[src/rtl/fp_mult_pkg.sv]
// Shared types and widths for the single-precision multiply path.
package fp_mult_pkg;
  localparam int MANT_W = 24;
  localparam int PROD_W = 2 * MANT_W;
  localparam int CNT_W  = $clog2(MANT_W);

  typedef enum logic [1:0] {
    IDLE    = 2'd0,
    ACCUM   = 2'd1,
    RESOLVE = 2'd2,
    DONE    = 2'd3
  } mult_state_t;
endpackage

[src/rtl/csa_row.sv]
// One row of 3:2 compressors; the carry vector is pre-shifted and its top bit dropped.
module csa_row #(
  parameter int W = 48
) (
  input  logic [W-1:0] x,
  input  logic [W-1:0] y,
  input  logic [W-1:0] z,
  output logic [W-1:0] s,
  output logic [W-1:0] c
);
  assign s = x ^ y ^ z;

  always_comb begin
    c = '0;
    for (int i = 0; i < W - 1; i++) begin
      c[i+1] = (x[i] & y[i]) | (x[i] & z[i]) | (y[i] & z[i]);
    end
  end
endmodule

[src/rtl/mant_mult_seq.sv]
// Iterative mantissa multiplier: one partial product per cycle into a carry-save
// accumulator, a single carry-propagate add, then hold until the consumer takes it.
module mant_mult_seq
  import fp_mult_pkg::*;
#(
  parameter int MW = MANT_W
) (
  input  logic            clk,
  input  logic            rst_n,
  input  logic            in_valid,
  output logic            in_ready,
  input  logic [MW-1:0]   a_mant,
  input  logic [MW-1:0]   b_mant,
  output logic            out_valid,
  input  logic            out_ready,
  output logic [2*MW-1:0] product,
  output logic            busy
);
  localparam int PW = 2 * MW;
  localparam int CW = $clog2(MW);

  // Handshake: a transfer happens on an edge where valid && ready are both high;
  // in_ready is high only in IDLE and out_valid only in DONE.
  mult_state_t   state, state_next;
  logic [MW-1:0] a_reg, b_reg;
  logic [PW-1:0] sum, carry, pp, csa_s, csa_c, product_reg;
  logic [CW-1:0] cnt;
  logic          operand_zero;
  logic          last_step;

  assign operand_zero = (a_mant == '0) || (b_mant == '0);
  assign last_step    = (cnt == CW'(MW - 1));
  assign pp           = b_reg[cnt] ? (PW'(a_reg) << cnt) : '0;

  csa_row #(.W(PW)) u_csa (
    .x (sum),
    .y (carry),
    .z (pp),
    .s (csa_s),
    .c (csa_c)
  );

  always_ff @(posedge clk or negedge rst_n) begin
    if (!rst_n) begin
      state <= IDLE;
    end else begin
      state <= state_next;
    end
  end

  always_comb begin
    state_next = state;
    case (state)
      IDLE:    if (in_valid) state_next = operand_zero ? DONE : ACCUM;
      ACCUM:   if (last_step) state_next = RESOLVE;
      RESOLVE: state_next = DONE;
      DONE:    if (out_ready) state_next = IDLE;
      default: state_next = IDLE;
    endcase
  end

  always_ff @(posedge clk or negedge rst_n) begin
    if (!rst_n) begin
      a_reg       <= '0;
      b_reg       <= '0;
      sum         <= '0;
      carry       <= '0;
      cnt         <= '0;
      product_reg <= '0;
    end else begin
      case (state)
        IDLE: begin
          if (in_valid) begin
            a_reg <= a_mant;
            b_reg <= b_mant;
            sum   <= '0;
            carry <= '0;
            cnt   <= '0;
            if (operand_zero) product_reg <= '0;
          end
        end
        ACCUM: begin
          sum   <= csa_s;
          carry <= csa_c;
          cnt   <= cnt + CW'(1);
        end
        // Dropping the carry out of the top bit is safe: the true product fits in PW bits.
        RESOLVE: product_reg <= sum + carry;
        default: ;
      endcase
    end
  end

  assign in_ready  = (state == IDLE);
  assign out_valid = (state == DONE);
  assign busy      = (state != IDLE);
  assign product   = product_reg;
endmodule

[config.mk]
export PLATFORM = sky130hd
export DESIGN_NAME = mant_mult_seq
export DESIGN_NICKNAME = d
export VERILOG_FILES = /design/src/rtl/fp_mult_pkg.sv /design/src/rtl/csa_row.sv /design/src/rtl/mant_mult_seq.sv
export SDC_FILE = /design/constraint.sdc
export NUM_CORES = 1
export LEC_CHECK = 0
export BUFFER_PORTS_ARGS = -buffer_cell sky130_fd_sc_hd__buf_2
export CORE_UTILIZATION = 61
export CTS_BUF_LIST = sky130_fd_sc_hd__clkbuf_16
export DETAILED_ROUTE_END_ITERATION = 10
export PLACE_DENSITY = 0.81
export RECOVER_POWER = 50
export SYNTH_ARGS = -nofsm -noshare
export SYNTH_HDL_FRONTEND = slang
export SYNTH_SLANG_ARGS = --single-unit
[constraint.sdc]
create_clock -name clk -period 3.3 [get_ports clk]
set_input_delay 0.165 -clock clk [delete_from_list [all_inputs] [get_ports clk]]
set_output_delay 0.165 -clock clk [all_outputs]
set_load 0.02 [all_outputs]
==> results.toml <==
[yosys]
yosys.area.top_type = "dfrtp_1"
yosysSeqAreaShare_pct = 37.8
syn_area_per_cell_um2 = 9.27
syn_inst = 1415
syn-num-nets = 1566
ys_ff_latch = 198
synth_top_area_share_pct = 37.8
synth_area_leaders = "dfrtp_1 38%, fa_1 7.2%, o21ai_0 7.0%, nand2_1 6.3%, mux2_2 5.1%"
ys_types = 69
synth_area_um2 = 13100
yosysWarnings = 0
synth-edff-count = 0
synthFlopType = "dfrtp_1"
async_reset_ff_share_pct = 100

[setup_path]
r2r-start = "cnt[0]"
worstPathArrival_ps = 3450
reg2reg_to = "sum[35]"
cp-end-kind = "flop"
cp-endpoint = "sum[35]"
worst_setup_path_start_kind = "flop"
cp_data_required_time_ps = 3660
worstRegToRegCells = 8
cp-startpoint = "cnt[0]"
path_max_fanout = 23
r2r_slack_ps = 210
path_class = "flop to flop"

[flow_run]
drv_cap = 1

[timing]
finClkSkew_ps = 13.1
maxSlewViolCount = 84
fin_crit_sh_pct = 93.7
worst_pin_slew_ps = 2180
tns_ps = 0
slew-limit-headroom_pct = -45.0
rsz0062_at_grt = "no"
hold_viol = 0
min_period_ps = 3090
max_freq_mhz = 323
setup_viol_count_final = 0

[placed_design]
place_area_um2 = 13900
dpl.cell_count = 1740
gp_congestion = 0.978
hpwl_um = 24500
io_buffers = 102

[layout]
antenna_cells = 0
final_nets = 1684
fin_area_um2 = 14900
final_cells = 1820
synthToLayoutAreaGrowth_pct = 13.8
fin_util_pct = 71.0
drive_gt1_share_pct = 14.2

[power_and_ir_drop]
total_power_mw = 10.9
worst_ir_drop_vdd_mv = 0.470
power_density_nw_per_um2 = 733
p_leak_nw = 6.22

[routing]
post_drt_wl_per_cell_um = 19.1
drc_errors = 0
vias = 11100
drtAntennaViolNets = 0
drtPass1Iterations = 6
routed_wl_um = 34700
first_iter_violations = 920
vias_per_cell = 6.09

[die]
rows = 53
start_util_pct = 62.4
io-pin-count = 103
die_area_um2 = 22100
die_x_um = 149
core_um2 = 21000
die_y_um = 149

[clock_network]
clk_latency_ps = 450
numCtsBuffers = 17
cts_tree = "yes"
cts_root_buffer = "clkbuf_16"
clk_path_buf_depth = 2
clkTransAtPathRegs_ps = 80
cts_sinks = 198
cts_max_level = 4

[global_routing]
grt-ovfl-total = 0
grt_max_degree = 85
grt_usage_pct = 33.4
grt_pass1_wl_um = 57800
grt_antenna_before_repair = 0
grt_pass1_vias = 11200

[status]
status = "complete, but fails checks"
violations = "capacitance limit, slew limit"

[min_path]
hold_path_class = "input port to flop"
[worst min-delay path by stage]
stage | cells past startpoint | startpoint | end
after CTS | 5 | out_ready | state[0]
after detailed placement | 1 | rst_n | product[11]
after global placement | 1 | rst_n | product[12]
after floorplan | 0 | rst_n | a_reg[0]
final | 4 | out_ready | state[0]
after global routing | 4 | out_ready | state[0]
[logic make-up (layout without fill, tap and decap cells)]
group                      after synthesis  count (layout)  synth area share, %
adders and majority gates               99              99                 12.1
AOI/OAI and AO/OA                      379             379                 17.8
xor gates and xnor gates                35              35                 2.34
buffers and inverters                  190             320                 5.80
and+or+nand+nor                        407             407                 14.0
muxes                                  107             107                 10.1
DFF                                    198             198                 37.8
[synth_stat cells (5+ instances only)]
cell,count
a211oi_1,6
a21boi_0,5
a21o_1,27
a21oi_1,50
a22o_1,13
a31oi_1,9
a32o_1,6
and3_1,10
buf_1,6
buf_2,10
clkbuf_1,57
dfrtp_1,198
fa_1,47
ha_1,52
inv_1,112
mux2_2,59
mux2i_1,34
mux4_2,12
nand2_1,221
nand2_2,14
nand2b_1,8
nand3_1,25
nand4_1,14
nor2_1,49
nor2b_1,6
nor3_1,17
nor4_1,13
o211ai_2,6
o21a_1,13
o21ai_0,184
o21bai_1,8
o22ai_1,16
or2_2,5
or3_1,11
or4_1,5
xnor2_1,16
xor2_1,19
[final cells by class]
cell class | count | area, um^2
clock inverters | 14 | 144
well taps | 275 | 344
clock buffers | 17 | 425
repair buffers | 176 | 1190
inverters | 113 | 429
multi-input cells | 1027 | 7430
fillers | 1592 | 6100
flip-flops and latches | 198 | 4960
[cells in the final DEF, fill, tap and decap left out, types with 14 or more instances in the layout]
cell           count
a21oi_1           50
nand2_2           16
mux2_2            59
nand2_1          219
buf_2             53
nand4_1           14
mux2i_1           33
o21ai_0          182
xnor2_1           16
buf_4             19
inv_1            112
o22ai_1           16
dfrtp_1          197
xor2_1            19
fa_1              47
nand3_1           25
ha_1              52
dlygate4sd3_1     49
clkbuf_16         17
clkbuf_1          48
nor2_1            49
nor3_1            17
a21o_1            27
[power breakdown]
| part | switching [mW] | leakage, nW | internal, mW |
|---|---|---|---|
| combinational | 3.34 | 3.31 | 1.96 |
| sequential | 0.495 | 2.63 | 3.04 |
| clock | 1.03 | 0.283 | 1.07 |
[worst max-delay path, stage by stage, from the launching register on]
cell and delay (ps):
dfrtp_2 460, mux4_1 580, mux4_2 480, and2_1 280, clkinv_4 120, o21ai_4 250, o21ai_0 210, fa_1 440
o21ai_0 180
[layer usage]
| layer | vias up | global-route usage, % | part of all wire, % |
|---|---|---|---|
| li1 | 5159 | - | - |
| met1 | 5470 | 45.8 | 44 |
| met2 | 393 | 53.8 | 48 |
| met3 | 66 | 5.15 | 5.4 |
| met4 | 0 | 12.1 | 2.6 |
| met5 | - | 0 | 0 |
[repair_timing]
action,CTS,global route
hold endpoints to repair,130,0
resized for setup,0,1
hold buffers,49,0
setup buffers,0,0
endpoints found under the setup margin,0,2
[metrics by stage]
| stage | worst slack, ps | hold WS (ps) |
|---|---|---|
| 5_1_grt | 21.8 | 251 |
| 3_3_place_gp | 280 | 250 |
| 6_report | 207 | 201 |
| 4_1_cts | 138 | 195 |
| 3_5_place_dp | 180 | 265 |
| 2_1_floorplan | 508 | -131 |
Note: power is estimated with default switching activity, not from simulation.
